$ cat src/rtl/sdram_port_mux_if.sv
`default_nettype none
// +----------------------------------------------------------------------------+
// | sdram_port_mux_if                                                          |
// | Kvaz, auxiliary byte port and SDRAM controller request signals.            |
// | Rev 1.0                                                                    |
// +----------------------------------------------------------------------------+
interface sdram_port_mux_if;
  logic        kvaz_rd;
  logic        kvaz_wr;
  logic [21:0] kvaz_addr;
  logic        kvaz_lb;
  logic        kvaz_ub;
  logic [15:0] kvaz_wdata;
  logic        aux_push;
  logic        aux_we;
  logic [22:0] aux_addr;
  logic [7:0]  aux_wdata;
  logic        aux_full;
  logic [7:0]  aux_rdata;
  logic        aux_rvalid;
  logic        aux_wdone;
  logic        slot;
  logic        membusy;
  logic [15:0] datar;
  logic        sd_rd;
  logic        sd_we_n;
  logic [21:0] sd_addr;
  logic [15:0] sd_dataw;
  logic        sd_lb_n;
  logic        sd_ub_n;
  logic        collision;

  modport slave (
    input  kvaz_rd, kvaz_wr, kvaz_addr, kvaz_lb, kvaz_ub, kvaz_wdata,
    input  aux_push, aux_we, aux_addr, aux_wdata, slot, membusy, datar,
    output aux_full, aux_rdata, aux_rvalid, aux_wdone,
    output sd_rd, sd_we_n, sd_addr, sd_dataw, sd_lb_n, sd_ub_n, collision
  );

  modport master (
    output kvaz_rd, kvaz_wr, kvaz_addr, kvaz_lb, kvaz_ub, kvaz_wdata,
    output aux_push, aux_we, aux_addr, aux_wdata, slot, membusy, datar,
    input  aux_full, aux_rdata, aux_rvalid, aux_wdone,
    input  sd_rd, sd_we_n, sd_addr, sd_dataw, sd_lb_n, sd_ub_n, collision
  );
endinterface
`default_nettype wire

$ cat src/rtl/sdram_port_mux.sv
`default_nettype none
// +----------------------------------------------------------------------------+
// | sdram_port_mux                                                             |
// | Kvaz-priority SDRAM front end; aux byte requests use free refresh slots.   |
// | Rev 1.0                                                                    |
// +----------------------------------------------------------------------------+
module sdram_port_mux #(
  parameter int FIFO_AW  = 2,
  parameter int WAIT_MAX = 7
) (
  input  logic             clk_cpu,
  input  logic             sys_reset,
  sdram_port_mux_if.slave  bus
);
  localparam int c_DEPTH = 1 << FIFO_AW;
  localparam int c_PW    = FIFO_AW + 1;
  localparam int c_CW    = $clog2(WAIT_MAX + 2);

  localparam logic [2:0] c_S_IDLE       = 3'd0;
  localparam logic [2:0] c_S_KVAZ       = 3'd1;
  localparam logic [2:0] c_S_AUX_CMD    = 3'd2;
  localparam logic [2:0] c_S_AUX_WAITHI = 3'd3;
  localparam logic [2:0] c_S_AUX_WAITLO = 3'd4;
  localparam logic [2:0] c_S_KVAZ_PEND  = 3'd5;

  logic [31:0]     r_mem [c_DEPTH];
  logic [c_PW-1:0] r_wptr, r_rptr;
  logic [2:0]      r_state, w_state_nxt;
  logic [c_CW-1:0] r_wait;
  logic            r_cmd_we, r_cmd_a0;
  logic            r_pend;
  // Command vector: {rd, wr, lb, ub, addr[21:0], data[15:0]}
  logic [41:0]     r_pend_cmd, w_live_cmd, w_aux_cmd, w_cmd;
  logic [31:0]     w_head;
  logic            w_empty, w_full, w_push, w_pop, w_kreq, w_timeout;
  logic            w_load, w_complete, w_latch, w_pend_clr, w_aux_busy;

  assign w_empty  = (r_wptr == r_rptr);
  assign w_full   = (r_wptr[FIFO_AW] != r_rptr[FIFO_AW]) &&
                    (r_wptr[FIFO_AW-1:0] == r_rptr[FIFO_AW-1:0]);
  assign w_push   = bus.aux_push && !w_full;
  assign w_head   = r_mem[r_rptr[FIFO_AW-1:0]];
  assign w_kreq   = bus.kvaz_rd || bus.kvaz_wr;
  assign w_timeout = (r_wait >= c_CW'(WAIT_MAX));
  assign w_aux_busy = (r_state == c_S_AUX_CMD) || (r_state == c_S_AUX_WAITHI) ||
                      (r_state == c_S_AUX_WAITLO);
  assign bus.aux_full = w_full;

  assign w_live_cmd = {bus.kvaz_rd, bus.kvaz_wr, bus.kvaz_lb, bus.kvaz_ub,
                       bus.kvaz_addr, bus.kvaz_wdata};
  // addr[0]=1 is the low byte of the 16-bit word
  assign w_aux_cmd  = {~w_head[31], w_head[31], w_head[8], ~w_head[8],
                       w_head[30:9], w_head[7:0], w_head[7:0]};

  always_ff @(posedge clk_cpu) begin
    if (w_push) r_mem[r_wptr[FIFO_AW-1:0]] <= {bus.aux_we, bus.aux_addr, bus.aux_wdata};
  end

  always_ff @(posedge clk_cpu or posedge sys_reset) begin
    if (sys_reset) begin
      r_wptr <= '0;
      r_rptr <= '0;
    end else begin
      if (w_push) r_wptr <= r_wptr + c_PW'(1);
      if (w_pop)  r_rptr <= r_rptr + c_PW'(1);
    end
  end

  always_comb begin
    w_state_nxt = r_state;
    w_load      = 1'b0;
    w_cmd       = w_live_cmd;
    w_pop       = 1'b0;
    w_complete  = 1'b0;
    w_latch     = 1'b0;
    w_pend_clr  = 1'b0;
    case (r_state)
      c_S_IDLE: begin
        if (w_kreq) begin
          w_load      = 1'b1;
          w_state_nxt = c_S_KVAZ;
        end else if (r_pend) begin
          w_load      = 1'b1;
          w_cmd       = r_pend_cmd;
          w_pend_clr  = 1'b1;
          w_state_nxt = c_S_KVAZ_PEND;
        end else if (bus.slot && !w_empty) begin
          w_load      = 1'b1;
          w_cmd       = w_aux_cmd;
          w_pop       = 1'b1;
          w_state_nxt = c_S_AUX_CMD;
        end
      end
      c_S_KVAZ, c_S_KVAZ_PEND: begin
        w_latch     = w_kreq;
        w_state_nxt = c_S_IDLE;
      end
      c_S_AUX_CMD: begin
        w_latch     = w_kreq;
        w_state_nxt = c_S_AUX_WAITHI;
      end
      c_S_AUX_WAITHI: begin
        w_latch = w_kreq;
        if (bus.membusy)    w_state_nxt = c_S_AUX_WAITLO;
        else if (w_timeout) w_complete  = 1'b1;
      end
      c_S_AUX_WAITLO: begin
        w_latch = w_kreq;
        if (!bus.membusy) w_complete = 1'b1;
      end
      default: w_state_nxt = c_S_IDLE;
    endcase
    // A request arriving on the completion cycle goes straight out instead of via the latch
    if (w_complete) begin
      if (w_kreq) begin
        w_load      = 1'b1;
        w_latch     = 1'b0;
        w_state_nxt = c_S_KVAZ_PEND;
      end else if (r_pend) begin
        w_load      = 1'b1;
        w_cmd       = r_pend_cmd;
        w_pend_clr  = 1'b1;
        w_state_nxt = c_S_KVAZ_PEND;
      end else begin
        w_state_nxt = c_S_IDLE;
      end
    end
  end

  always_ff @(posedge clk_cpu or posedge sys_reset) begin
    if (sys_reset) begin
      r_state        <= c_S_IDLE;
      r_wait         <= '0;
      r_cmd_we       <= 1'b0;
      r_cmd_a0       <= 1'b0;
      r_pend         <= 1'b0;
      r_pend_cmd     <= '0;
      bus.sd_rd      <= 1'b0;
      bus.sd_we_n    <= 1'b1;
      bus.sd_addr    <= '0;
      bus.sd_dataw   <= '0;
      bus.sd_lb_n    <= 1'b1;
      bus.sd_ub_n    <= 1'b1;
      bus.aux_rdata  <= '0;
      bus.aux_rvalid <= 1'b0;
      bus.aux_wdone  <= 1'b0;
      bus.collision  <= 1'b0;
    end else begin
      r_state        <= w_state_nxt;
      bus.aux_rvalid <= 1'b0;
      bus.aux_wdone  <= 1'b0;
      if (w_load) begin
        bus.sd_rd    <= w_cmd[41];
        bus.sd_we_n  <= ~w_cmd[40];
        bus.sd_lb_n  <= ~w_cmd[39];
        bus.sd_ub_n  <= ~w_cmd[38];
        bus.sd_addr  <= w_cmd[37:16];
        bus.sd_dataw <= w_cmd[15:0];
      end else begin
        bus.sd_rd    <= 1'b0;
        bus.sd_we_n  <= 1'b1;
        bus.sd_lb_n  <= 1'b1;
        bus.sd_ub_n  <= 1'b1;
      end
      // Counter starts on the command cycle so the timeout lands WAIT_MAX+1 cycles later
      if (w_pop) begin
        r_cmd_we <= w_head[31];
        r_cmd_a0 <= w_head[8];
        r_wait   <= '0;
      end else if ((r_state == c_S_AUX_CMD) ||
                   ((r_state == c_S_AUX_WAITHI) && !w_timeout)) begin
        r_wait <= r_wait + c_CW'(1);
      end
      if (w_complete) begin
        if (r_cmd_we) begin
          bus.aux_wdone <= 1'b1;
        end else begin
          bus.aux_rvalid <= 1'b1;
          bus.aux_rdata  <= r_cmd_a0 ? bus.datar[7:0] : bus.datar[15:8];
        end
      end
      if (w_latch) begin
        r_pend     <= 1'b1;
        r_pend_cmd <= w_live_cmd;
      end else if (w_pend_clr) begin
        r_pend <= 1'b0;
      end
      if (w_kreq && w_aux_busy) bus.collision <= 1'b1;
    end
  end
endmodule
`default_nettype wire

$ cat src/flat_wrapper.sv
// flat-port wrapper written by rule: the top's interface ports become plain ports
module sdram_port_mux_flat 
#(
  parameter int FIFO_AW  = 2,
  parameter int WAIT_MAX = 7
)
  (clk_cpu, sys_reset, bus_kvaz_rd, bus_kvaz_wr, bus_kvaz_addr, bus_kvaz_lb, bus_kvaz_ub, bus_kvaz_wdata, bus_aux_push, bus_aux_we, bus_aux_addr, bus_aux_wdata, bus_slot, bus_membusy, bus_datar, bus_aux_full, bus_aux_rdata, bus_aux_rvalid, bus_aux_wdone, bus_sd_rd, bus_sd_we_n, bus_sd_addr, bus_sd_dataw, bus_sd_lb_n, bus_sd_ub_n, bus_collision);
  sdram_port_mux_if bus_i ();
  input  logic clk_cpu;
  input  logic sys_reset;
  input wire logic [$bits(bus_i.kvaz_rd)-1:0] bus_kvaz_rd;
  input wire logic [$bits(bus_i.kvaz_wr)-1:0] bus_kvaz_wr;
  input wire logic [$bits(bus_i.kvaz_addr)-1:0] bus_kvaz_addr;
  input wire logic [$bits(bus_i.kvaz_lb)-1:0] bus_kvaz_lb;
  input wire logic [$bits(bus_i.kvaz_ub)-1:0] bus_kvaz_ub;
  input wire logic [$bits(bus_i.kvaz_wdata)-1:0] bus_kvaz_wdata;
  input wire logic [$bits(bus_i.aux_push)-1:0] bus_aux_push;
  input wire logic [$bits(bus_i.aux_we)-1:0] bus_aux_we;
  input wire logic [$bits(bus_i.aux_addr)-1:0] bus_aux_addr;
  input wire logic [$bits(bus_i.aux_wdata)-1:0] bus_aux_wdata;
  input wire logic [$bits(bus_i.slot)-1:0] bus_slot;
  input wire logic [$bits(bus_i.membusy)-1:0] bus_membusy;
  input wire logic [$bits(bus_i.datar)-1:0] bus_datar;
  output wire logic [$bits(bus_i.aux_full)-1:0] bus_aux_full;
  output wire logic [$bits(bus_i.aux_rdata)-1:0] bus_aux_rdata;
  output wire logic [$bits(bus_i.aux_rvalid)-1:0] bus_aux_rvalid;
  output wire logic [$bits(bus_i.aux_wdone)-1:0] bus_aux_wdone;
  output wire logic [$bits(bus_i.sd_rd)-1:0] bus_sd_rd;
  output wire logic [$bits(bus_i.sd_we_n)-1:0] bus_sd_we_n;
  output wire logic [$bits(bus_i.sd_addr)-1:0] bus_sd_addr;
  output wire logic [$bits(bus_i.sd_dataw)-1:0] bus_sd_dataw;
  output wire logic [$bits(bus_i.sd_lb_n)-1:0] bus_sd_lb_n;
  output wire logic [$bits(bus_i.sd_ub_n)-1:0] bus_sd_ub_n;
  output wire logic [$bits(bus_i.collision)-1:0] bus_collision;
  assign bus_i.kvaz_rd = bus_kvaz_rd;
  assign bus_i.kvaz_wr = bus_kvaz_wr;
  assign bus_i.kvaz_addr = bus_kvaz_addr;
  assign bus_i.kvaz_lb = bus_kvaz_lb;
  assign bus_i.kvaz_ub = bus_kvaz_ub;
  assign bus_i.kvaz_wdata = bus_kvaz_wdata;
  assign bus_i.aux_push = bus_aux_push;
  assign bus_i.aux_we = bus_aux_we;
  assign bus_i.aux_addr = bus_aux_addr;
  assign bus_i.aux_wdata = bus_aux_wdata;
  assign bus_i.slot = bus_slot;
  assign bus_i.membusy = bus_membusy;
  assign bus_i.datar = bus_datar;
  assign bus_aux_full = bus_i.aux_full;
  assign bus_aux_rdata = bus_i.aux_rdata;
  assign bus_aux_rvalid = bus_i.aux_rvalid;
  assign bus_aux_wdone = bus_i.aux_wdone;
  assign bus_sd_rd = bus_i.sd_rd;
  assign bus_sd_we_n = bus_i.sd_we_n;
  assign bus_sd_addr = bus_i.sd_addr;
  assign bus_sd_dataw = bus_i.sd_dataw;
  assign bus_sd_lb_n = bus_i.sd_lb_n;
  assign bus_sd_ub_n = bus_i.sd_ub_n;
  assign bus_collision = bus_i.collision;
  sdram_port_mux #(.FIFO_AW(FIFO_AW), .WAIT_MAX(WAIT_MAX)) u_core (.clk_cpu(clk_cpu), .sys_reset(sys_reset), .bus(bus_i));
endmodule
$ cat config.mk
export PLATFORM = sky130hd
export DESIGN_NAME = sdram_port_mux_flat
export DESIGN_NICKNAME = d
export VERILOG_FILES = /design/src/rtl/sdram_port_mux_if.sv /design/src/rtl/sdram_port_mux.sv /design/src/flat_wrapper.sv
export SDC_FILE = /design/constraint.sdc
export NUM_CORES = 1
export LEC_CHECK = 0
export ABC_AREA = 1
export CAP_MARGIN = 20
export CORE_MARGIN = 10
export CORE_UTILIZATION = 50
export DETAILED_ROUTE_END_ITERATION = 10
export GPL_ROUTABILITY_DRIVEN = 0
export PLACE_DENSITY = 0.73
export RECOVER_POWER = 100
export SETUP_SLACK_MARGIN = 0.5
export SYNTH_ARGS = -nofsm -noshare
export SYNTH_HDL_FRONTEND = slang
export SYNTH_SLANG_ARGS = --single-unit
$ cat constraint.sdc
create_clock -name clk_cpu -period 4.4 [get_ports clk_cpu]
set_input_delay 0.44 -clock clk_cpu [delete_from_list [all_inputs] [get_ports clk_cpu]]
set_output_delay 0.44 -clock clk_cpu [all_outputs]
set_load 0.1 [all_outputs]
Yosys cells after proc, flatten, opt, wreduce, memory -nomap -nowiden
Memory sizes are Yosys's and may differ from the RTL's. Index checks and enable logic that the tools add are counted.

Word-level logic and storage cells: 111. Memories kept: 1. Output and inout bits: 54. RAM bits: 128. Bits in registers: 111.

Memory list: u_core.r_mem (words 4, width 32, read ports 1, clocked after memory_dff 0, wr ports 1, line sdram_port_mux.sv:26) `logic [31:0] r_mem [c_DEPTH];`.

Multiplexer cells: 53. $add $sub $neg: 3. Magnitude comparators: 1. Equality and inequality tests: 11. Reductions and logical operators: 18. Bitwise gates (word level): 6.

Operator list (count): 42-bit 2-to-1 mux (7); 1-bit 2-to-1 mux (34); 3-bit 2-to-1 mux (7); 3-bit case mux with 4 select lines (1); 4-bit 2-to-1 mux (2); 8-bit 2-to-1 mux (1); 3-bit by 1-bit adder with 3-bit output, second input constant (2); 3-bit by 2-bit equality test with 1-bit output, second input constant (2); 3-bit equality test, second input constant (2); 1-bit inverter (6); 1-bit logical AND (5); 5-bit by 1-bit != test with 1-bit output, second input constant (1); 5-bit OR reduction (1); 4-bit by 1-bit adder with 4-bit output, second input constant (1); 4-bit by 3-bit greater-or-equal comparator with 1-bit output, second input constant (1); 1-bit logical OR (4); 2-bit nonzero test (2); 3-bit by 1-bit equality test with 1-bit output, second input constant (1); 3-bit equality test (1); 1-bit zero test (3); 3-bit zero test (1); 3-bit by 2-bit != test with 1-bit output, second input constant (1); 3-bit AND reduction (1); 2-bit equality test (1); 4 further kinds (4).

Depth between registers and ports, before layout
Gate-level depths: netlist of run 1.

Depth after elaboration: 12. Mapped depth: 14.

Worst setup path before layout of run 1
OpenSTA, ideal clock, no wires.

Kind: register to register. Start point: reg u_core.r_rptr[1]. End point: mem u_core.r_mem[3][0], enable pin. Cell stages (with the launch flop): 7. Data arrival time: 2309 ps. Data required time: 3976 ps. Setup slack: 1668 ps. Period minus slack after synthesis: 2732 ps. Cells stage by stage: dfrtp_1 buf_4 nand2_1 nand2_1 nand4_1 nand2_1 nor2_1.

Cells in the longest elaborated chain, start to end: 6.

Ends and longest elaborated chain: start, declared (line sdram_port_mux.sv:27) `logic [c_PW-1:0] r_wptr, r_rptr;`; start signal, assigned (line sdram_port_mux.sv:65) `if (w_pop) r_rptr <= r_rptr + c_PW'(1);`; 2-bit equality test (line sdram_port_mux.sv:40) `(r_wptr[FIFO_AW-1:0] == r_rptr[FIFO_AW-1:0]);`; 1-bit logical AND (line sdram_port_mux.sv:39) `assign w_full = (r_wptr[FIFO_AW] != r_rptr[FIFO_AW]) &&`; 1-bit zero test (line sdram_port_mux.sv:41) `assign w_push = bus.aux_push && !w_full;`; 1-bit logical AND (line sdram_port_mux.sv:41); 1-bit 2-to-1 mux (line sdram_port_mux.sv:56) `if (w_push) r_mem[r_wptr[FIFO_AW-1:0]] <= {bus.aux_we, bus.aux_addr, bus.aux_wdata};`; 1-bit 2-to-1 mux (not written as such) (line sdram_port_mux.sv:56); end, declared (line sdram_port_mux.sv:26).

Every way passes these cells.

Worst setup path in the final report of run 1
Start point: reg u_core.r_rptr[0]. End point: out bus_aux_full.

Cells in the longest elaborated chain, start to end: 2.

Ends and longest elaborated chain: 2-bit equality test (line sdram_port_mux.sv:40); 1-bit logical AND (line sdram_port_mux.sv:39); end, declared (line flat_wrapper.sv:24) `output wire logic [$bits(bus_i.aux_full)-1:0] bus_aux_full;`.

Every way passes these cells.

==> flow_summary.yaml, run 1 <==
critical_path:
  slowest_delay_ns: 0.96
  crit_path_end_kind: "primary output"
  endpoint: "bus_aux_full"
  rr_startpoint: "u_core.r_rptr[0]"
  path_buf_inv: 2
  crit_path_frequent_cell: "nand2_1"
  critical_path_depth: 5
  path_class: "reg2out"
  arrival_ns: 2.90
  ff2ff_path_depth: 12
  crit_chain: "nand2_1, nand2_1, nand4_1, inv_1, clkbuf_1"
  start_kind: "register"
  path_max_fanout: 31
  rr_endpoint: "u_core.bus.sd_dataw[12]"
  r2r_slack_ns: 1.07
  cp_top_family: "flip-flops"
  crit_start: "u_core.r_rptr[0]"
  slowest_stage: "dfrtp_1"
  crit_required_ns: 3.96
global_route:
  top_usage_layer: "met2"
  grt-ovfl-total: 0
  grt_max_degree: 65
  grt_use_met3_pct: 3.92
  grt_util_met1_pct: 26.4
  track_usage_pct: 19.2
  grt_pass1_wl_um: 45800
  antenna_found_initial: 4
  grt_use_met2_pct: 30.5
  grt_pass1_vias: 8831
power_and_ir_drop:
  combPwrFrac_pct: 47.5
  vdd_ir_drop_max_v: 0.000369
  powerDensity_nw_per_um2: 769
  intPower_mw: 5.46
  clockPowerShare_pct: 19.2
  power_switching_mw: 5.18
  power_leakage_nw: 6.23
  power.share.sequential_pct: 33.4
  switching_share_pct: 48.7
floorplanning:
  core_um2: 22600
  die_y_um: 171
  num_rows: 55
  initial_utilization_pct: 50.8
  dieArea_um2: 29400
  ios: 149
  die_w_um: 171
sta:
  slew_headroom_pct: -94.9
  holdWs_ns: 0.470
  skew_ns: 0.0221
  fmax_ghz: 0.299
  final.setup.tns_ns: 0
  post-route-period-util_pct: 76.0
  maxSlewViolCount: 61
  fin_crit_ns: 3.34
  setup-violations-final: 0
  rsz0062_at_grt: "no"
  finalHoldViolations: 0
  worst_pin_slew_ns: 2.91
clock_network:
  cts_resized: 0
  cts_tree: "done"
  clkLatencyLatePin_ns: 0.53
  clk_pin_slew_ns: 0.06
  cts_buffers: 26
  root_buffer: "clkbuf_16"
  postCtsSetupBuffers: 0
  cts_hold_buf: 0
  htree_levels: 1
  cts_buffer_depth: 3
  cts_sinks: 239
place:
  placed_cells: 1715
  dpl.hpwl_um: 18500
  io_buffers: 148
route:
  viasPerCell: 5.21
  drt_iter0_markers: 846
  drtPass1Iterations: 5
  ant_nets: 0
  wl_per_cell_um: 16.2
  wl_um: 28700
  vias: 9213
  route.detailed.drc: 0
yosys:
  postSynthAreaPerCell_um2: 8.57
  yosys_warnings: 0
  synthDistinctLibCells: 38
  synth_seq_area_share_pct: 57.8
  synth_area_um2: 11500
  synth_cells: 1338
  synth-seq-cells: 239
  syn_nets: 1439
min_path:
  hp-class: "reg2reg"
status:
  violations: "max-capacitance violations, max-slew violations"
  status: "finished, violations left"
finish:
  fin_cells: 1767
  area_delta_synth_final_pct: 20.6
  drive_above_1_share_pct: 4.87
  nets: 1559
job:
  maxCapViolations: 1
## registers in the layout, indices dropped and copies added (netlist names)
name / count
u_core.r_mem: 128
u_core.bus.aux_rdata: 8
u_core.r_wptr: 3
u_core.r_wait: 4
u_core.r_rptr: 3
u_core.bus.sd_addr: 22
u_core.bus.sd_rd: 1
u_core.r_pend_cmd: 42
u_core.bus.sd_ub_n: 1
u_core.r_pend: 1
u_core.bus.aux_wdone: 1
u_core.r_state: 3
u_core.bus.sd_dataw: 16
u_core.bus.collision: 1
u_core.r_cmd_we: 1
u_core.bus.sd_we_n: 1
u_core.bus.sd_lb_n: 1
u_core.r_cmd_a0: 1
u_core.bus.aux_rvalid: 1
## per-layer routing
metal	share of wire (%)	up-vias
met1	45	4290
met2	46	321
met3	7.8	46
met5	0	-
li1	-	4556
met4	1.8	0
## worst min-delay path by stage
stage / startpoint / to / depth (start not counted)
floorplan: u_core.r_pend_cmd[40] / u_core.bus.sd_we_n / 1
global placement: u_core.bus.collision / u_core.bus.collision / 1
detailed placement: u_core.bus.collision / u_core.bus.collision / 1
CTS: sys_reset / u_core.bus.sd_dataw[9] / 2
global route: bus_datar[10] / u_core.bus.aux_rdata[2] / 3
finish: u_core.bus.collision / u_core.bus.collision / 1
## synth_stat cells
cell	number	area (um2)
inv_2	10	37.5
or2_0	16	100
a21oi_1	39	195
o221ai_1	1	8.76
a31oi_1	8	50.1
nor2_4	4	45.0
nor2_1	151	567
nor3_1	3	15.0
nand3_2	2	20.0
inv_4	2	12.5
o21ai_1	46	230
dfstp_2	3	78.8
o211ai_1	1	7.51
a22oi_1	1	7.51
o22ai_1	1	6.26
nor4_1	1	6.26
clkbuf_1	24	90.1
nand2_1	400	1500
or2_2	1	6.26
o21ai_0	84	420
a211oi_1	1	7.51
edfxtp_1	128	3840
buf_4	11	82.6
inv_1	121	454
nand2_4	2	22.5
nand3_1	108	541
buf_2	31	155
dfrtp_1	108	2700
o21ai_4	1	16.3
nand4_1	5	31.3
clkbuf_2	1	5.00
o2111ai_2	1	15.0
nand2_2	3	18.8
ha_1	6	75.1
buf_6	2	22.5
nor2_2	3	18.8
xor2_1	4	35.0
buf_1	4	15.0
## through the flow
step	utilization, %	area, um2	power, mW	worst slack (ns)
after floorplan	-	11500	7.47	1.03
after global placement	58.0	13100	8.72	1.59
after detailed placement	58.0	13100	8.81	1.58
after CTS	61.6	13900	10.9	1.60
after global routing	61.3	13800	11.3	0.693
final	61.3	13800	10.6	1.06
## worst register-to-register path: stages (launching register included)
cell and delay [ns]:
dfrtp_1 0.96, nand2_1 0.12, nand2_1 0.12, nand3_1 0.44, nand2_4 0.18, buf_4 0.48
inv_1 0.35, nand2_1 0.20, nand3_1 0.09, nand2_1 0.07, nand2_1 0.06, nand2_1 0.09
nand2_1 0.05
## kinds of logic (layout without fill, tap and decap cells)
| logic type | count (synthesis) | count (layout) | share of synthesized area, % |
|---|---|---|---|
| fa+ha+maj | 6 | 6 | 0.655 |
| xor+xnor | 4 | 4 | 0.305 |
| compound gates | 184 | 184 | 8.41 |
| flops | 239 | 239 | 57.8 |
| buf+inv | 206 | 346 | 7.63 |
| simple gates | 699 | 699 | 25.2 |
| other cells | 0 | 4 | 0 |
## area by class of cell
cell class / instances / area [um2]
fill: 1988 / 8740
sequential: 239 / 6630
multi-input combinational: 893 / 3940
timing repair buffer: 165 / 1600
clock buffer: 35 / 724
inverter: 133 / 505
tap: 285 / 357
clock inverter: 13 / 82.6
antenna: 4 / 10.0
## cell usage in the layout, fill, tap and decap left out, types with 5 or more instances in the layout
master and n:
inv_1 124, clkdlybuf4s50_1 61, a31oi_1 8, nand3_1 110, dfrtp_1 108, dlygate4sd3_1 86
nand2_1 401, nand4_1 5, o21ai_0 127, a21oi_1 39, nor2_1 155, clkinv_1 5
ha_1 6, inv_2 6, clkbuf_1 10, edfxtp_1 128, buf_4 10, or2_0 16
clkbuf_16 26
## power by group through the flow
stage	sequential [mW]	clock (mW)	combinational [mW]
5_1_grt	3.64	2.17	5.49
2_1_floorplan	5.18	0	2.29
4_1_cts	3.56	2.08	5.24
3_5_place_dp	3.60	0	5.22
6_report	3.55	2.04	5.05
3_3_place_gp	3.58	0	5.14
No activity file was read; power rests on OpenSTA's default activity.
==> inputs of run 2 (changes only) <==
==> constraint.sdc (replaced) <==
create_clock -name clk_cpu -period 3.1 [get_ports clk_cpu]
set_input_delay 0.31 -clock clk_cpu [delete_from_list [all_inputs] [get_ports clk_cpu]]
set_output_delay 0.31 -clock clk_cpu [all_outputs]
set_load 0.1 [all_outputs]
==> flow_summary.yaml, run 2 (same netlist as run 1, synthesis figures left out) <==
status:
  violations: "max-capacitance violations, max-slew violations"
  status: "finished, violations left"
sta:
  worst_pin_slew_ns: 1.55
  fin_crit_ns: 2.57
  finalHoldViolations: 0
  skew_ns: 0.0110
  rsz0062_at_grt: "no"
  fmax_ghz: 0.390
  post-route-period-util_pct: 82.8
  final.setup.tns_ns: 0
  maxSlewViolCount: 35
  slew_headroom_pct: -3.59
  setup-violations-final: 0
  finalWorstSetupSlack_ns: 0.534
clock_network:
  htree_levels: 1
  cts_buffers: 25
  root_buffer: "clkbuf_16"
  cts_sinks: 239
  postCtsSetupBuffers: 0
  clkLatencyLatePin_ns: 0.52
  clk_pin_slew_ns: 0.06
  cts_resized: 0
  cts_buffer_depth: 3
  cts_tree: "done"
  cts_hold_buf: 0
critical_path:
  crit_path_frequent_cell: "nand2_1"
  path_class: "reg2reg"
  ff2ff_path_depth: 7
  cp_top_family: "buffers and inverters"
  crit_chain: "clkinvlp_2, nand2_1, nand2_1, nand4_1, nand2_1, nor2_1, clkbuf_2"
  crit_required_ns: 3.24
  path_max_fanout: 24
  start_kind: "register"
  slowest_delay_ns: 0.63
  rr_endpoint: "u_core.r_mem[3][13]"
  slowest_stage: "dfrtp_1"
  arrival_ns: 2.71
  path_buf_inv: 2
  rr_startpoint: "u_core.r_rptr[1]"
  r2r_slack_ns: 0.53
  crit_path_end_kind: "register"
power_and_ir_drop:
  powerDensity_nw_per_um2: 1100
  power_leakage_nw: 6.22
  power.total_mw: 15.1
  vdd_ir_drop_max_v: 0.000482
min_path:
  whs_path_depth: 3
  hold_start: "bus_datar[4]"
  hp-class: "in2reg"
  hold-path-endpoint: "u_core.bus.aux_rdata[4]"
floorplanning:
  dieArea_um2: 29400
  initial_utilization_pct: 50.8
  num_rows: 55
  die_w_um: 171
  core_um2: 22600
  ios: 149
  die_y_um: 171
global_route:
  grt_max_degree: 67
  grt_pass1_vias: 9012
  grt_use_met3_pct: 3.44
  grt_util_met1_pct: 26.7
  grt_pass1_wl_um: 46500
  track_usage_pct: 19.6
  grt-ovfl-total: 0
  grt_use_met2_pct: 31.6
  antenna_found_initial: 2
  top_usage_layer: "met2"
place:
  io_buffers: 148
  dpl.hpwl_um: 19500
  placed_cells: 1728
  dpl_worst_slack_ns: 0.766
route:
  vias: 9221
  route.detailed.drc: 0
  drt_iter0_markers: 920
  wl_um: 29200
  viasPerCell: 5.19
  ant_nets: 0
  wl_per_cell_um: 16.4
  drtPass1Iterations: 6
finish:
  final_common_cell: "nand2_1"
  fin_cells: 1775
  multi_input_area_um2: 3940
  final_cell_mix: "401 x nand2_1, 154 x nor2_1, 128 x edfxtp_1, 124 x inv_1, 124 x o21ai_0"
  drive_above_1_share_pct: 5.44
  largest_reg_flops: 128
  area_delta_synth_final_pct: 20.3
  nets: 1571
  seq_area_um2: 6630
  nFillCells: 1924
job:
  maxCapViolations: 1
==> run 2: area by class of cell <==
class | count | area share (%)
Timing Repair Buffer | 178 | 11.5
Clock inverter | 3 | 0.290
Multi-Input combinational cell | 893 | 28.5
Tap cell | 285 | 2.58
Inverter | 133 | 3.65
Antenna cell | 2 | 0.0363
Sequential cell | 239 | 48.0
Clock buffer | 42 | 5.39
==> run 2: tightest hold or removal path: cells and delay by family <==
kind | cells | cell delay, ns
AND/OR/NAND/NOR | 1 | 0.06
buffers and inverters | 1 | 0.39
AO/OA/AOI/OAI | 1 | 0.07
==> run 2: power breakdown <==
group	switching (mW)	leakage, nW	internal (mW)
logic	5.60	3.32	1.60
clock network	1.18	0.383	1.71
registers	0.552	2.51	4.47
total	7.33	6.22	7.78
==> run 2: worst max path at each step <==
stage | start | end | slack, ns | cells after the start
floorplan | u_core.r_rptr[1] | u_core.r_mem[0][0] | 0.41 | 6
global placement | bus_kvaz_rd | u_core.bus.sd_dataw[12] | 0.80 | 10
detailed placement | bus_kvaz_wr | u_core.bus.sd_addr[16] | 0.77 | 10
CTS | u_core.bus.sd_addr[13] | bus_sd_addr[13] | 0.69 | 1
global route | u_core.r_rptr[1] | u_core.r_mem[3][30] | 0.32 | 7
finish | u_core.r_rptr[1] | u_core.r_mem[3][13] | 0.53 | 7
==> run 2: stage by stage <==
stage	hold slack, ns	utilization (%)	area [um2]
2_1_floorplan	0.409	-	11500
3_3_place_gp	0.458	58.5	13200
3_5_place_dp	0.465	58.5	13200
4_1_cts	0.288	61.9	14000
5_1_grt	0.380	61.1	13800
6_report	0.372	61.1	13800
==> run 2: layer usage <==
| metal | share of wire, % | vias to the layer above |
|---|---|---|
| met4 | 2.2 | 0 |
| met5 | 0 | - |
| met2 | 46 | 324 |
| li1 | - | 4583 |
| met3 | 7.4 | 49 |
| met1 | 45 | 4265 |
